## src/rtl/pc_sequencer_pkg.sv

```systemverilog
`default_nettype none
// ============================================================================
// Module      : pc_sequencer_pkg
// Description : Shared types and constants for the PC sequencer.
// Revision    : 1.0
// ============================================================================
package pc_sequencer_pkg;

    localparam int unsigned            c_pc_width = 32;
    localparam logic [c_pc_width-1:0]  c_pc_incr  = 32'd4;

    typedef enum logic [1:0] {
        ST_BOOT = 2'd0,
        ST_RUN  = 2'd1,
        ST_HOLD = 2'd2
    } seq_state_t;

    // Encoding order doubles as priority: a larger value wins.
    typedef enum logic [1:0] {
        RC_NONE = 2'd0,
        RC_JMP  = 2'd1,
        RC_BR   = 2'd2,
        RC_EXC  = 2'd3
    } redir_cls_t;

    function automatic logic [c_pc_width-1:0] align_target(input logic [c_pc_width-1:0] t);
        return {t[c_pc_width-1:2], 2'b00};
    endfunction

endpackage
`default_nettype wire

```

## src/rtl/pc_redirect_arb.sv

```systemverilog
`default_nettype none
// ============================================================================
// Module      : pc_redirect_arb
// Description : Combinational redirect priority select with word alignment.
//               Exception level present only with PC_SEQ_EXC_EN.
// Revision    : 1.0
// ============================================================================
module pc_redirect_arb
    import pc_sequencer_pkg::*;
(
`ifdef PC_SEQ_EXC_EN
    input  logic                  exc_req,
    input  logic [c_pc_width-1:0] exc_target,
`endif
    input  logic                  br_taken,
    input  logic [c_pc_width-1:0] br_target,
    input  logic                  jmp_valid,
    input  logic [c_pc_width-1:0] jmp_target,
    output redir_cls_t            cls,
    output logic [c_pc_width-1:0] target
);

    always_comb begin
        cls    = RC_NONE;
        target = '0;
        if (br_taken) begin
            cls    = RC_BR;
            target = align_target(br_target);
        end else if (jmp_valid) begin
            cls    = RC_JMP;
            target = align_target(jmp_target);
        end
`ifdef PC_SEQ_EXC_EN
        if (exc_req) begin
            cls    = RC_EXC;
            target = align_target(exc_target);
        end
`endif
    end

endmodule
`default_nettype wire

```

## src/rtl/pc_sequencer.sv

```systemverilog
`default_nettype none
// ============================================================================
// Module      : pc_sequencer
// Description : Next-PC selection, stall-safe redirect holding and flushes.
//               Optional exception path enabled by macro PC_SEQ_EXC_EN.
// Revision    : 1.0
// ============================================================================
module pc_sequencer
    import pc_sequencer_pkg::*;
#(
    parameter logic [31:0] RESET_VECTOR = 32'h0000_0000
`ifdef PC_SEQ_EXC_EN
   ,parameter logic [31:0] EXC_VECTOR   = 32'h0000_0080
`endif
) (
    input  logic                  clk,
    input  logic                  rst,
    input  logic [c_pc_width-1:0] pc,
    input  logic                  stall,
    input  logic                  br_taken,
    input  logic [c_pc_width-1:0] br_target,
    input  logic                  jmp_valid,
    input  logic [c_pc_width-1:0] jmp_target,
`ifdef PC_SEQ_EXC_EN
    input  logic                  exc_req,
    input  logic [c_pc_width-1:0] exc_pc,
    output logic [c_pc_width-1:0] epc,
`endif
    output logic [c_pc_width-1:0] pc_next,
    output logic                  pc_en,
    output logic                  flush_if,
    output logic                  flush_id,
    output logic                  fetch_valid,
    output logic [15:0]           redirect_cnt
);

    seq_state_t            r_state;
    seq_state_t            w_state_nxt;
    seq_state_t            w_state_eff;
    redir_cls_t            r_pend_cls;
    redir_cls_t            w_pend_cls_nxt;
    logic [c_pc_width-1:0] r_pend_tgt;
    logic [c_pc_width-1:0] w_pend_tgt_nxt;
    redir_cls_t            w_new_cls;
    logic [c_pc_width-1:0] w_new_tgt;
    redir_cls_t            w_app_cls;
    logic [c_pc_width-1:0] w_app_tgt;
    logic                  w_take_new;
    logic                  w_boot;
    logic [15:0]           r_cnt;

    pc_redirect_arb u_arb (
`ifdef PC_SEQ_EXC_EN
        .exc_req    (exc_req),
        .exc_target (EXC_VECTOR),
`endif
        .br_taken   (br_taken),
        .br_target  (br_target),
        .jmp_valid  (jmp_valid),
        .jmp_target (jmp_target),
        .cls        (w_new_cls),
        .target     (w_new_tgt)
    );

    // Reset overrides the registered state so BOOT outputs appear immediately.
    assign w_state_eff = rst ? ST_BOOT : r_state;

    always_comb begin
        w_state_nxt    = r_state;
        w_pend_cls_nxt = r_pend_cls;
        w_pend_tgt_nxt = r_pend_tgt;
        w_app_cls      = RC_NONE;
        w_app_tgt      = w_new_tgt;
        w_take_new     = 1'b0;
        w_boot         = 1'b0;
        pc_en          = 1'b0;
        fetch_valid    = 1'b1;
        pc_next        = pc + c_pc_incr;

        case (w_state_eff)
            ST_BOOT: begin
                w_boot      = 1'b1;
                pc_en       = 1'b1;
                fetch_valid = 1'b0;
                w_state_nxt = ST_RUN;
            end
            ST_RUN: begin
                if (!stall) begin
                    pc_en = 1'b1;
                    if (w_new_cls != RC_NONE) begin
                        w_app_cls  = w_new_cls;
                        w_take_new = 1'b1;
                    end
                end else if (w_new_cls != RC_NONE) begin
                    w_pend_cls_nxt = w_new_cls;
                    w_pend_tgt_nxt = w_new_tgt;
                    w_take_new     = 1'b1;
                    w_state_nxt    = ST_HOLD;
                end
            end
            ST_HOLD: begin
                if (stall) begin
                    if ((w_new_cls != RC_NONE) && (w_new_cls >= r_pend_cls)) begin
                        w_pend_cls_nxt = w_new_cls;
                        w_pend_tgt_nxt = w_new_tgt;
                        w_take_new     = 1'b1;
                    end
                end else begin
                    pc_en          = 1'b1;
                    w_state_nxt    = ST_RUN;
                    w_pend_cls_nxt = RC_NONE;
                    if (w_new_cls > r_pend_cls) begin
                        w_app_cls  = w_new_cls;
                        w_take_new = 1'b1;
                    end else begin
                        w_app_cls = r_pend_cls;
                        w_app_tgt = r_pend_tgt;
                    end
                end
            end
            default: begin
                w_state_nxt = ST_BOOT;
            end
        endcase

        if (w_boot) begin
            pc_next = RESET_VECTOR;
        end else if (w_app_cls != RC_NONE) begin
            pc_next = w_app_tgt;
        end

        flush_if = w_boot || (w_app_cls != RC_NONE);
        flush_id = w_boot || (w_app_cls == RC_BR) || (w_app_cls == RC_EXC);
    end

    always_ff @(posedge clk) begin
        if (rst) begin
            r_state    <= ST_BOOT;
            r_pend_cls <= RC_NONE;
            r_pend_tgt <= '0;
            r_cnt      <= '0;
        end else begin
            r_state    <= w_state_nxt;
            r_pend_cls <= w_pend_cls_nxt;
            r_pend_tgt <= w_pend_tgt_nxt;
            if ((w_app_cls != RC_NONE) && (r_cnt != 16'hFFFF)) begin
                r_cnt <= r_cnt + 16'd1;
            end
        end
    end

    assign redirect_cnt = r_cnt;

`ifdef PC_SEQ_EXC_EN
    logic [c_pc_width-1:0] r_epc;

    always_ff @(posedge clk) begin
        if (rst) begin
            r_epc <= '0;
        end else if (w_take_new && (w_new_cls == RC_EXC)) begin
            r_epc <= exc_pc;
        end
    end

    assign epc = r_epc;
`endif

endmodule
`default_nettype wire

```

## config.mk

```make
export PLATFORM = sky130hd
export DESIGN_NAME = pc_sequencer
export DESIGN_NICKNAME = d
export VERILOG_FILES = /design/src/rtl/pc_sequencer_pkg.sv /design/src/rtl/pc_redirect_arb.sv /design/src/rtl/pc_sequencer.sv
export SDC_FILE = /design/constraint.sdc
export NUM_CORES = 1
export LEC_CHECK = 0
export CAP_MARGIN = 5
export CORE_UTILIZATION = 50
export CTS_CLUSTER_SIZE = 8
export DETAILED_ROUTE_END_ITERATION = 10
export PLACE_DENSITY = 0.88
export SLEW_MARGIN = 25
export SYNTH_ARGS = -nofsm -noshare
export SYNTH_HDL_FRONTEND = slang
export SYNTH_HIERARCHICAL = 1
export SYNTH_SLANG_ARGS = --single-unit
```

## constraint.sdc

```tcl
create_clock -name clk -period 4.95 [get_ports clk]
set_input_delay 0.495 -clock clk [delete_from_list [all_inputs] [get_ports clk]]
set_output_delay 0.495 -clock clk [all_outputs]
set_load 0.01 [all_outputs]
```

==> impl_metrics.ini <==
[outcome]
status = completed

[finish]
layout_common_cells = clkdlybuf4s50_1 (147), nor2_1 (63), dfxtp_1 (52), mux2i_1 (49), a211oi_1 (45)
final_nets = 747
drive_gt1_share_pct = 6.59
diodes = 0
final_common_cell = clkdlybuf4s50_1
syn2layout_area_growth_pct = 37.5

[setup_path]
r2r-end = redirect_cnt[8]
r2r_start = r_pend_cls[1]
cpMostUsedCell = buf_4
cp_max_fo = 36
max_stage_delay_ns = 0.61
cp_cell_sequence = clkdlybuf4s50_1 -> buf_4 -> nor2b_4 -> buf_4 -> mux2i_1 -> a22oi_1 -> a41o_1 -> buf_4 -> nor2_1 -> a211oi_1 -> clkdlybuf4s50_1
reg2regPathDepth = 9
critPathKind = in -> out
critPathRequiredTime_ns = 4.45
crit_path_top_delay_cell = clkdlybuf4s50_1
setup.worst_path.start_class = input pin
critPathCaptureType = output pin
r2r_slack_ns = 2.19
worstSetupStartpoint = br_taken
arrival_ns = 3.74

[timing]
rsz0062_at_grt = false
finalHoldViolCount = 0
final_max_slew_viol_count = 0
fmax_mhz = 236
fin_crit_sh_pct = 85.6
slew_headroom_pct = 36.1
finalCriticalPeriod_ns = 4.24
report.final.setup_viol = 0
setup_ws_ns = 0.714
skew_ns = 0.0109
worst_pin_slew_ns = 0.954
setup_tns_ns = 0

[pwr]
seqPwrFrac_pct = 44.9
leakage_uw = 0.00223
p_switching_uw = 275
ir_drop_mv = 0.115
power_frac_clock_pct = 24.3
p_int_uw = 683
p_per_area_nw_per_um2 = 164
switching_share_pct = 28.7
p_comb_share_pct = 30.8

[global_route]
grt_remaining_overflow = 0
grt_pass1_vias = 4192
antenna_found_initial = 0
grt_usage_pct = 26.5
grt_pass1_wl_mm = 18.9
grt_max_degree = 37

[yosys]
synth.avg_cell_area_um2 = 8.31
synth_edf_count = 0
yosysSeqAreaShare_pct = 24.5
syn_inst = 511
yosysWarnings = 6
synth_flop_cell = dfxtp_1
netlist.area_leader.share_pct = 24.5
yosys-top-cells-area = dfxtp_1 (25%), mux2i_1 (12%), a211oi_1 (8.0%), a22o_1 (5.8%), nor2_1 (5.6%)
async_reset_ff_share_pct = 0
yosysTopAreaCell = dfxtp_1
ys_ff_latch = 52
yosys.cell_types.count = 62
syn_area_um2 = 4250

[cts]
cts_buffer_depth = 2
cts_buffers = 5
postCtsHoldBufs = 0
h-tree-depth = 2
cts_tree = built
clk_latency_ns = 0.30
cts_root_buf = clkbuf_8
post_cts_resized = 0
cts_setup_buffers = 0
cts.sinks = 52
clkTransAtPathRegs_ns = 0.08

[routing]
drtPass1Iterations = 4
remaining_drc_errors = 0
via_count = 4367
antenna_left = 0
viasPerCell = 5.89
drt-initial-drc-count = 149
wirelength_mm = 12.0
drt-wirelength-per-cell_um = 16.1

[die]
start_util_pct = 51.7
io-pin-count = 153
die_h_um = 94.2
rows = 33
core-area_um2 = 8220
dieWidth_um = 94.2
die_area_um2 = 8870

[min_path]
hold_path_depth = 2
hold_class = reg -> reg
min_from = r_pend_cls[1]
min_to = r_pend_cls[1]

[flow_run]
drv_cap = 0

[placed_design]
hpwlAfterDp_mm = 9.12
gp_congestion = 0.885
numPortBuffers = 148
dp_slack_ns = 0.730
per-layer routing:
layer	track usage [%]	up-vias	wire length, um
met5	0	-	0
met4	6.67	0	193
met3	5.02	18	669
met2	50.0	141	6150
met1	30.2	2059	4940
li1	-	2149	-
logic make-up after synthesis:
group	after synthesis	share of synthesized area, %
other	1	0.0883
DFF	52	24.5
buffers and inverters	52	6.04
muxes	55	13.1
xor gates and xnor gates	28	5.77
AOI/OAI and AO/OA	120	21.8
and+or+nand+nor	194	26.0
adders and majority gates	9	2.65
critical path, delay by kind of cell:
kind                   cells  cell delay (ns)
multiplexers               1             0.13
buffers and inverters      5             1.98
AND/OR/NAND/NOR            2             0.23
AO/OA/AOI/OAI              3             0.89
synth_stat cells, drive strengths merged (2+ instances only):
library cell,instances
o31ai,3
nor3,8
a41oi,2
nand3,13
ha,9
inv,11
a311oi,2
a22o,28
o2bb2ai,2
nor2,63
xnor2,17
or4,6
and3,2
and4,5
xor2,11
a41o,2
a211oi,47
or3,3
mux2i,49
nand4,17
clkbuf,16
buf,25
nand2b,8
mux2,6
dfxtp,52
nand2,23
o21ai,9
a21oi,11
o21a,4
nor2b,27
nor4,15
sequential cells by signal, summed over array words and instances, names as in the netlist:
name	flops
redirect_cnt	16
r_pend_tgt	32
r_pend_cls	2
r_state	2
area by class of cell:
| type | instances | area, um2 |
|---|---|---|
| well taps | 105 | 131 |
| multi-input cells | 408 | 2980 |
| repair buffers | 159 | 1570 |
| flip-flops and latches | 52 | 1040 |
| clock inverters | 1 | 5.00 |
| inverters | 11 | 41.3 |
| clock buffers | 6 | 72.6 |
| fillers | 645 | 2380 |
worst max-delay path by stage:
stage,to,slack [ns],depth (start not counted)
after floorplan,pc_next[18],1.69,12
after global placement,pc_next[8],0.75,11
after detailed placement,pc_next[8],0.73,11
after global routing,pc_next[8],0.48,11
after CTS,pc_next[8],0.71,11
final,pc_next[8],0.71,11
metrics by stage:
| step | cell area (um2) | total power [uW] | hold slack, ns | instances | utilization (%) |
|---|---|---|---|---|---|
| 3_5_place_dp | 5760 | 732 | 0.488 | 735 | 70.1 |
| 6_report | 5840 | 958 | 0.505 | 742 | 71.1 |
| 2_1_floorplan | 4250 | 578 | 0.454 | 512 | - |
| 5_1_grt | 5840 | 1000 | 0.533 | 742 | 71.1 |
| 4_1_cts | 5840 | 961 | 0.508 | 742 | 71.1 |
| 3_3_place_gp | 5760 | 725 | 0.466 | 735 | 70.1 |
power groups by stage:
stage	registers (uW)	clock network [uW]	logic [uW]
5_1_grt	431	253	317
3_3_place_gp	439	0	286
6_report	430	233	295
4_1_cts	430	237	295
3_5_place_dp	439	0	293
2_1_floorplan	438	0	140
Note: power is estimated with default switching activity, not from simulation.
